## config.mk

```make
export PLATFORM = sky130hd
export DESIGN_NAME = multicycle_alu
export DESIGN_NICKNAME = d
export VERILOG_FILES = /design/src/rtl/alu_pkg.sv /design/src/rtl/alu_shift_mul.sv /design/src/rtl/multicycle_alu.sv
export SDC_FILE = /design/constraint.sdc
export NUM_CORES = 1
export LEC_CHECK = 0
export CAP_MARGIN = 30
export CORE_ASPECT_RATIO = 2
export CORE_UTILIZATION = 55
export CTS_CLUSTER_DIAMETER = 50
export DETAILED_ROUTE_END_ITERATION = 10
export DONT_BUFFER_PORTS = 1
export PLACE_DENSITY_LB_ADDON = 0.2
export SLEW_MARGIN = 5
export SYNTH_ARGS = -nofsm -noshare
export SYNTH_HDL_FRONTEND = slang
export SYNTH_SLANG_ARGS = --single-unit
```

## constraint.sdc

```tcl
create_clock -name CLK -period 4.05 [get_ports CLK]
set_input_delay 0.81 -clock CLK [delete_from_list [all_inputs] [get_ports CLK]]
set_output_delay 0.81 -clock CLK [all_outputs]
set_load 0.05 [all_outputs]
```

## src/rtl/alu_pkg.sv

```systemverilog
// ----------------------------------------------------------------------------
// alu_pkg
// Shared definitions for the multicycle ALU: opcode constants, the control
// FSM state encoding and the mode selector of the iterative datapath.
// No ports (package).
// ----------------------------------------------------------------------------
package alu_pkg;

    localparam logic [2:0] OP_FWD = 3'b000;
    localparam logic [2:0] OP_ADD = 3'b001;
    localparam logic [2:0] OP_AND = 3'b010;
    localparam logic [2:0] OP_OR  = 3'b011;
    localparam logic [2:0] OP_SUB = 3'b100;
    localparam logic [2:0] OP_SLL = 3'b101;
    localparam logic [2:0] OP_SRL = 3'b110;
    localparam logic [2:0] OP_MUL = 3'b111;

    typedef enum logic [1:0] {
        IDLE  = 2'b00,
        SHIFT = 2'b01,
        MUL   = 2'b10
    } state_e;

    typedef enum logic [1:0] {
        DP_SLL = 2'b00,
        DP_SRL = 2'b01,
        DP_MUL = 2'b10
    } dp_mode_e;

    function automatic logic is_shift_op(input logic [2:0] op);
        return (op == OP_SLL) || (op == OP_SRL);
    endfunction

endpackage

```

## src/rtl/alu_shift_mul.sv

```systemverilog
// ----------------------------------------------------------------------------
// alu_shift_mul
// Iterative datapath: shifts one bit per cycle (SLL/SRL) or performs one
// shift-add multiplier step per cycle (MUL, only when MULTICYCLE_ALU_MUL_EN
// is defined). Runs on its own once loaded, until its counter reaches zero.
// Ports:
//   clk, reset      clock, synchronous active-high reset
//   load            start a new operation (mode, a, b, k sampled)
//   mode            DP_SLL / DP_SRL / DP_MUL
//   a, b            operand A, operand B (multiplier)
//   k               shift count (must be non-zero for shifts)
//   last            current cycle performs the final step
//   lo_nxt, hi_nxt  value of the result words after the current step
// ----------------------------------------------------------------------------
module alu_shift_mul
    import alu_pkg::*;
#(
    parameter int WIDTH = 8,
    parameter int SHW   = $clog2(WIDTH)
) (
    input  logic             clk,
    input  logic             reset,
    input  logic             load,
    input  dp_mode_e         mode,
    input  logic [WIDTH-1:0] a,
    input  logic [WIDTH-1:0] b,
    input  logic [SHW-1:0]   k,
    output logic             last,
    output logic [WIDTH-1:0] lo_nxt,
    output logic [WIDTH-1:0] hi_nxt
);

    // The counter must be able to hold WIDTH for a full multiply.
    localparam int CW = SHW + 1;

    dp_mode_e         mode_r;
    logic [CW-1:0]    cnt_r;
    logic [WIDTH-1:0] lo_r;
`ifdef MULTICYCLE_ALU_MUL_EN
    logic [WIDTH-1:0] hi_r;
    logic [WIDTH-1:0] mcand_r;
    logic [WIDTH:0]   sum_s;
`endif

    assign last = (cnt_r == CW'(1));

    // One step of the selected operation, computed from the current registers.
    always_comb begin
        lo_nxt = lo_r;
        hi_nxt = {WIDTH{1'b0}};
`ifdef MULTICYCLE_ALU_MUL_EN
        sum_s  = {1'b0, hi_r} + {1'b0, (lo_r[0] ? mcand_r : {WIDTH{1'b0}})};
`endif
        case (mode_r)
            DP_SLL: lo_nxt = lo_r << 1'b1;
            DP_SRL: lo_nxt = lo_r >> 1'b1;
`ifdef MULTICYCLE_ALU_MUL_EN
            // Low word doubles as the multiplier; product bits shift in from the top.
            DP_MUL: {hi_nxt, lo_nxt} = {sum_s, lo_r[WIDTH-1:1]};
`endif
            default: lo_nxt = lo_r;
        endcase
    end

    // Operand load and per-cycle stepping of the datapath registers.
    always_ff @(posedge clk) begin
        if (reset) begin
            mode_r  <= DP_SLL;
            cnt_r   <= {CW{1'b0}};
            lo_r    <= {WIDTH{1'b0}};
`ifdef MULTICYCLE_ALU_MUL_EN
            hi_r    <= {WIDTH{1'b0}};
            mcand_r <= {WIDTH{1'b0}};
`endif
        end else if (load) begin
            mode_r  <= mode;
            cnt_r   <= (mode == DP_MUL) ? CW'(WIDTH) : {1'b0, k};
            lo_r    <= (mode == DP_MUL) ? b : a;
`ifdef MULTICYCLE_ALU_MUL_EN
            hi_r    <= {WIDTH{1'b0}};
            mcand_r <= a;
`endif
        end else if (cnt_r != {CW{1'b0}}) begin
            cnt_r   <= cnt_r - CW'(1);
            lo_r    <= lo_nxt;
`ifdef MULTICYCLE_ALU_MUL_EN
            hi_r    <= hi_nxt;
`endif
        end else begin
            cnt_r   <= cnt_r;
        end
    end

endmodule

```

## src/rtl/multicycle_alu.sv

```systemverilog
// ----------------------------------------------------------------------------
// multicycle_alu
// Small ALU with single-cycle FWD/ADD/AND/OR/SUB, iterative SLL/SRL (one bit
// per cycle) and an optional iterative unsigned multiplier.
// Build option: define MULTICYCLE_ALU_MUL_EN to include the multiplier;
// otherwise opcode 111 completes in one cycle with ILLEGAL=1 and result 0.
// Ports:
//   CLK, RESET            clock, synchronous active-high reset
//   START, SELECT         request + opcode (sampled only while BUSY=0)
//   DATA1, DATA2          operand A, operand B / shift amount (low SHW bits)
//   BUSY                  multicycle operation in progress
//   DONE                  one-cycle pulse, results valid
//   RESULT, RESULT_HI     low word, high product word (0 unless MUL)
//   ZERO, CARRY, ILLEGAL  flags, updated together with DONE
// ----------------------------------------------------------------------------
module multicycle_alu
    import alu_pkg::*;
#(
    parameter int WIDTH = 8,
    parameter int SHW   = $clog2(WIDTH)
) (
    input  logic             CLK,
    input  logic             RESET,
    input  logic             START,
    input  logic [2:0]       SELECT,
    input  logic [WIDTH-1:0] DATA1,
    input  logic [WIDTH-1:0] DATA2,
    output logic             BUSY,
    output logic             DONE,
    output logic [WIDTH-1:0] RESULT,
    output logic [WIDTH-1:0] RESULT_HI,
    output logic             ZERO,
    output logic             CARRY,
    output logic             ILLEGAL
);

    state_e           state_r, state_nxt_s;
    logic             accept_s, go_shift_s, go_mul_s, pend_set_s;
    logic             pend_r, busy_r, done_r, zero_r, carry_r, illegal_r;
    logic [2:0]       op_r;
    logic [WIDTH-1:0] a_r, b_r, result_r, result_hi_r;
    logic [WIDTH-1:0] sc_res_s, dp_lo_s, dp_hi_s;
    logic             sc_carry_s, sc_illegal_s, dp_last_s;
    dp_mode_e         dp_mode_s;

    assign accept_s   = START && (state_r == IDLE);
    assign go_shift_s = accept_s && is_shift_op(SELECT) && (DATA2[SHW-1:0] != {SHW{1'b0}});
`ifdef MULTICYCLE_ALU_MUL_EN
    assign go_mul_s   = accept_s && (SELECT == OP_MUL);
`else
    assign go_mul_s   = 1'b0;
`endif
    // Everything else that is accepted finishes on the following edge.
    assign pend_set_s = accept_s && !go_shift_s && !go_mul_s;

    // Datapath mode for a newly launched multicycle operation.
    always_comb begin
        if (go_mul_s) begin
            dp_mode_s = DP_MUL;
        end else if (SELECT == OP_SLL) begin
            dp_mode_s = DP_SLL;
        end else begin
            dp_mode_s = DP_SRL;
        end
    end

    alu_shift_mul #(.WIDTH(WIDTH), .SHW(SHW)) u_shift_mul (
        .clk    (CLK),
        .reset  (RESET),
        .load   (go_shift_s || go_mul_s),
        .mode   (dp_mode_s),
        .a      (DATA1),
        .b      (DATA2),
        .k      (DATA2[SHW-1:0]),
        .last   (dp_last_s),
        .lo_nxt (dp_lo_s),
        .hi_nxt (dp_hi_s)
    );

    // FSM state register.
    always_ff @(posedge CLK) begin
        if (RESET) begin
            state_r <= IDLE;
        end else begin
            state_r <= state_nxt_s;
        end
    end

    // FSM next-state logic.
    always_comb begin
        state_nxt_s = state_r;
        case (state_r)
            IDLE: begin
                if (go_shift_s) begin
                    state_nxt_s = SHIFT;
                end else if (go_mul_s) begin
                    state_nxt_s = MUL;
                end else begin
                    state_nxt_s = IDLE;
                end
            end
            SHIFT, MUL: begin
                if (dp_last_s) begin
                    state_nxt_s = IDLE;
                end else begin
                    state_nxt_s = state_r;
                end
            end
            default: state_nxt_s = IDLE;
        endcase
    end

    // Operand capture for operations that complete on the next edge.
    always_ff @(posedge CLK) begin
        if (RESET) begin
            pend_r <= 1'b0;
            op_r   <= OP_FWD;
            a_r    <= {WIDTH{1'b0}};
            b_r    <= {WIDTH{1'b0}};
        end else begin
            pend_r <= pend_set_s;
            if (accept_s) begin
                op_r <= SELECT;
                a_r  <= DATA1;
                b_r  <= DATA2;
            end else begin
                op_r <= op_r;
            end
        end
    end

    // Single-cycle result from the captured operands.
    always_comb begin
        sc_res_s     = {WIDTH{1'b0}};
        sc_carry_s   = 1'b0;
        sc_illegal_s = 1'b0;
        case (op_r)
            OP_FWD: sc_res_s = b_r;
            OP_ADD: {sc_carry_s, sc_res_s} = {1'b0, a_r} + {1'b0, b_r};
            OP_AND: sc_res_s = a_r & b_r;
            OP_OR:  sc_res_s = a_r | b_r;
            OP_SUB: begin
                sc_res_s   = a_r - b_r;
                sc_carry_s = (a_r < b_r);
            end
            // Only reached with a zero shift count.
            OP_SLL, OP_SRL: sc_res_s = a_r;
`ifdef MULTICYCLE_ALU_MUL_EN
            OP_MUL: sc_illegal_s = 1'b0;
`else
            OP_MUL: sc_illegal_s = 1'b1;
`endif
            default: sc_res_s = {WIDTH{1'b0}};
        endcase
    end

    // Registered outputs: results and flags change only together with DONE.
    always_ff @(posedge CLK) begin
        if (RESET) begin
            busy_r      <= 1'b0;
            done_r      <= 1'b0;
            result_r    <= {WIDTH{1'b0}};
            result_hi_r <= {WIDTH{1'b0}};
            zero_r      <= 1'b1;
            carry_r     <= 1'b0;
            illegal_r   <= 1'b0;
        end else begin
            busy_r <= (state_nxt_s != IDLE);
            if (pend_r) begin
                done_r      <= 1'b1;
                result_r    <= sc_res_s;
                result_hi_r <= {WIDTH{1'b0}};
                zero_r      <= (sc_res_s == {WIDTH{1'b0}});
                carry_r     <= sc_carry_s;
                illegal_r   <= sc_illegal_s;
            end else if (dp_last_s && (state_r != IDLE)) begin
                done_r      <= 1'b1;
                result_r    <= dp_lo_s;
                result_hi_r <= dp_hi_s;
                zero_r      <= ({dp_hi_s, dp_lo_s} == {(2*WIDTH){1'b0}});
                carry_r     <= 1'b0;
                illegal_r   <= 1'b0;
            end else begin
                done_r      <= 1'b0;
            end
        end
    end

    assign BUSY      = busy_r;
    assign DONE      = done_r;
    assign RESULT    = result_r;
    assign RESULT_HI = result_hi_r;
    assign ZERO      = zero_r;
    assign CARRY     = carry_r;
    assign ILLEGAL   = illegal_r;

endmodule

```

==> summary.md <==
| Metric | Value |
|---|---|
| Fraction of registers with async set/reset | 0% |
| Hpwl dp | 6540 µm |
| Rows | 39 |
| Sequential power share | 41.5% |
| Clock transition at the registers of the reported paths | 0.06 ns |
| Synthesized area per cell | 7.74 µm² |
| Status | finished, violations left |
| Maximum vdd drop | 0.000403 V |
| Post-synth cell types | 61 |
| Number of diodes | 0 |
| GP Congestion | 0.929 |
| Fin cells | 474 |
| Layout cell share with drive strength beyond 1 | 4.60% |
| Grt met2 use | 49.2% |
| Sw power | 582 µW |
| Pint | 977 µW |
| First-pass GRT wire length | 14000 µm |
| Synth-to-Final Area Change | 2.59% |
| Post-CTS Hold Buffers | 0 |
| Cell with the most instances after synthesis | nand2_1 |
| H-tree Lvls | 2 |
| Cells after synthesis | 430 |
| Crit Path Category | reg -> reg |
| Tcrit/Tclk final | 66.9% |
| IO buf count | 0 |
| Final Skew | 0.00469 ns |
| Cells after DPL | 466 |
| Seq/Total Area, Yosys | 28.9% |
| CTS tree | done |
| Largest buffer count on any clock path | 2 |
| Tmin final | 2.71 ns |
| Yosys top cell area share | 28.9% |
| Synth area leaders | dfxtp_1 29%, ha_1 11%, nand2_1 6.7% |
| Routed Wire Length | 8380 µm |
| Worst-Skew Late Latency | 0.29 ns |
| Fin. max-slew vios | 0 |
| Vias in the first global route | 2941 |
| Required @ worst endpoint | 4.18 ns |
| CORE AREA | 0.00576 mm² |
| Die X | 57.0 µm |
| GR peak layer | met2 |
| Initial antenna violation count | 0 |
| Unrepaired setup endpoints after global routing | false |
| Setup-failing EPs final | 0 |
| Hold WC Path Type | reg -> reg |
| Clock Root Buffer | clkbuf_16 |
| NumNets Final | 465 |
| Net Sw Frac | 37.3% |
| Failing checks | design-rule violations |
| Pre-antenna DRT Iters | 7 |
| Die Height | 112 µm |
| Pre-CTS setup slack | 1.17 ns |
| Worst hold margin | 0.500 ns |
| CTS buffer count | 5 |
| Antenna Nets Post-Route | 0 |
| Pwr Total | 1.56 mW |
| Yosys Warn Count | 0 |
| Power per cell area | 457 mW/mm² |
| DR DRC count | 3 |
| Met1 Resource Use GR | 28.7% |
| Commonest cells in the netlist | 59 x nand2_1, 48 x dfxtp_1, 45 x nor2_1, 43 x a21oi_1, 29 x ha_1 |
| Global-route met3 utilization | 3.72% |
| Max-slew headroom | 41.3% |
| Number of synthesized flops with an enable pin | 0 |
| Max_cap viols | 0 |
| Startpoint types | flip-flop |
| Post-CTS Resized | 0 |
| Gate power share | 31.7% |
| Initial Util | 57.8% |
| Final hold viol count | 0 |
| Static leakage power | 1.38 nW |
| Worst-Margin Slew | 0.879 ns |
| Largest net degree at the start of global routing | 47 |
| Post-Syn Area | 0.00333 mm² |
| Element type at the critical path end | flip-flop |
| I/O pins | 43 |
| Leading area contributor after synthesis | dfxtp_1 |
| Full die area | 0.00638 mm² |
| Starting DRT DRC Count | 88 |
| Post-Route Setup TNS | 0 ns |
| Overflow after GRT | 0 |
| Tot GR Track Use | 28.5% |
| DR WL/cell | 17.7 µm |
| Fmax | 369 MHz |
| Clk sinks | 48 |
| Vias/cell | 6.17 |
| Top FF cell, synth | dfxtp_1 |
| Crit-path max FO | 21 |
| Total vias in the final route | 2924 |
| Clk pwr share | 26.9% |
| Crit path DAT | 2.84 ns |
| FF+latch count, synth | 48 |
| Fin worst setup slack | 1.34 ns |
| Post-CTS Setup Inserts | 0 |
==> cell families after synthesis <==
kind of cell,after synthesis,synth area share [%]
XOR/XNOR,10,2.63
flip-flops,48,28.9
multiplexers,12,3.65
AO/OA/AOI/OAI,123,25.3
other,1,0.113
AND/OR/NAND/NOR,142,18.8
buffers and inverters,63,8.57
adder cells (fa/ha/maj),31,12.1
==> power groups by stage <==
stage | combinational [mW] | sequential [mW] | clock (mW)
global placement | 0.476 | 0.654 | 0
detailed placement | 0.488 | 0.655 | 0
CTS | 0.493 | 0.645 | 0.421
global route | 0.564 | 0.657 | 0.443
floorplan | 0.434 | 0.620 | 0
finish | 0.494 | 0.646 | 0.419
==> worst paths after layout <==
kind | start | end | slack [ns] | cells after the start
setup / recovery | state_r[0] | u_shift_mul.cnt_r[0] | 1.34 | 9
hold / removal | u_shift_mul.lo_r[0] | u_shift_mul.lo_r[0] | 0.50 | 2
setup reg to reg | state_r[0] | u_shift_mul.cnt_r[0] | 1.34 | 9
hold reg to reg | u_shift_mul.lo_r[0] | u_shift_mul.lo_r[0] | 0.50 | 2
==> cells in the final DEF, fill, tap and decap left out, types with 4 or more instances in the layout <==
cell type,synthesis,routed
nand2_1,59,59
mux2i_1,11,11
o211ai_1,4,4
nor2_1,45,45
and3_1,4,4
nor3_1,6,6
a211oi_1,14,14
clkbuf_16,0,5
o21ai_0,15,15
xnor2_1,6,6
ha_1,29,29
a21oi_1,43,43
nor2b_1,5,5
nand3_1,9,9
a311oi_1,4,4
dfxtp_1,48,48
conb_1,1,8
xor2_1,4,4
inv_1,28,28
==> cell type report <==
type                       count  area (µm²)
timing repair buffer           1        7.51
clock inverter                 2        10.0
tap                           61        76.3
fill                         571        2340
inverter                      30         113
sequential                    48         961
clock buffer                   6         139
multi-input combinational    326        2110
==> metrics by stage <==
step	area, µm²	util, %
final	3410	59.3
after global routing	3410	59.3
after CTS	3410	59.3
after detailed placement	3260	56.7
after global placement	3260	56.6
after floorplan	3350	-
==> critical path, cell delays in order, from the launching register on <==
cell and delay (ns):
dfxtp_1 0.33, inv_1 0.06, ha_1 0.20, and2_1 0.56
nand2_1 0.15, nor2_1 0.28, o31a_1 0.66, a21oi_1 0.08
a21oi_1 0.16, a311oi_1 0.07
==> registers in the layout, indices dropped and copies added, names as in the netlist <==
signal              flops
op_r                    3
CARRY                   1
DONE                    1
RESULT                  8
u_shift_mul.cnt_r       4
b_r                     8
a_r                     8
BUSY                    1
ZERO                    1
u_shift_mul.lo_r        8
u_shift_mul.mode_r      1
state_r                 2
pend_r                  1
ILLEGAL                 1
==> routing by layer <==
layer / routed length (µm) / vias to the layer above
met5: 0 / -
met4: 731 / 0
li1: - / 1446
met2: 4310 / 76
met3: 250 / 38
met1: 3090 / 1364
Power figures use the tool's default switching activity.
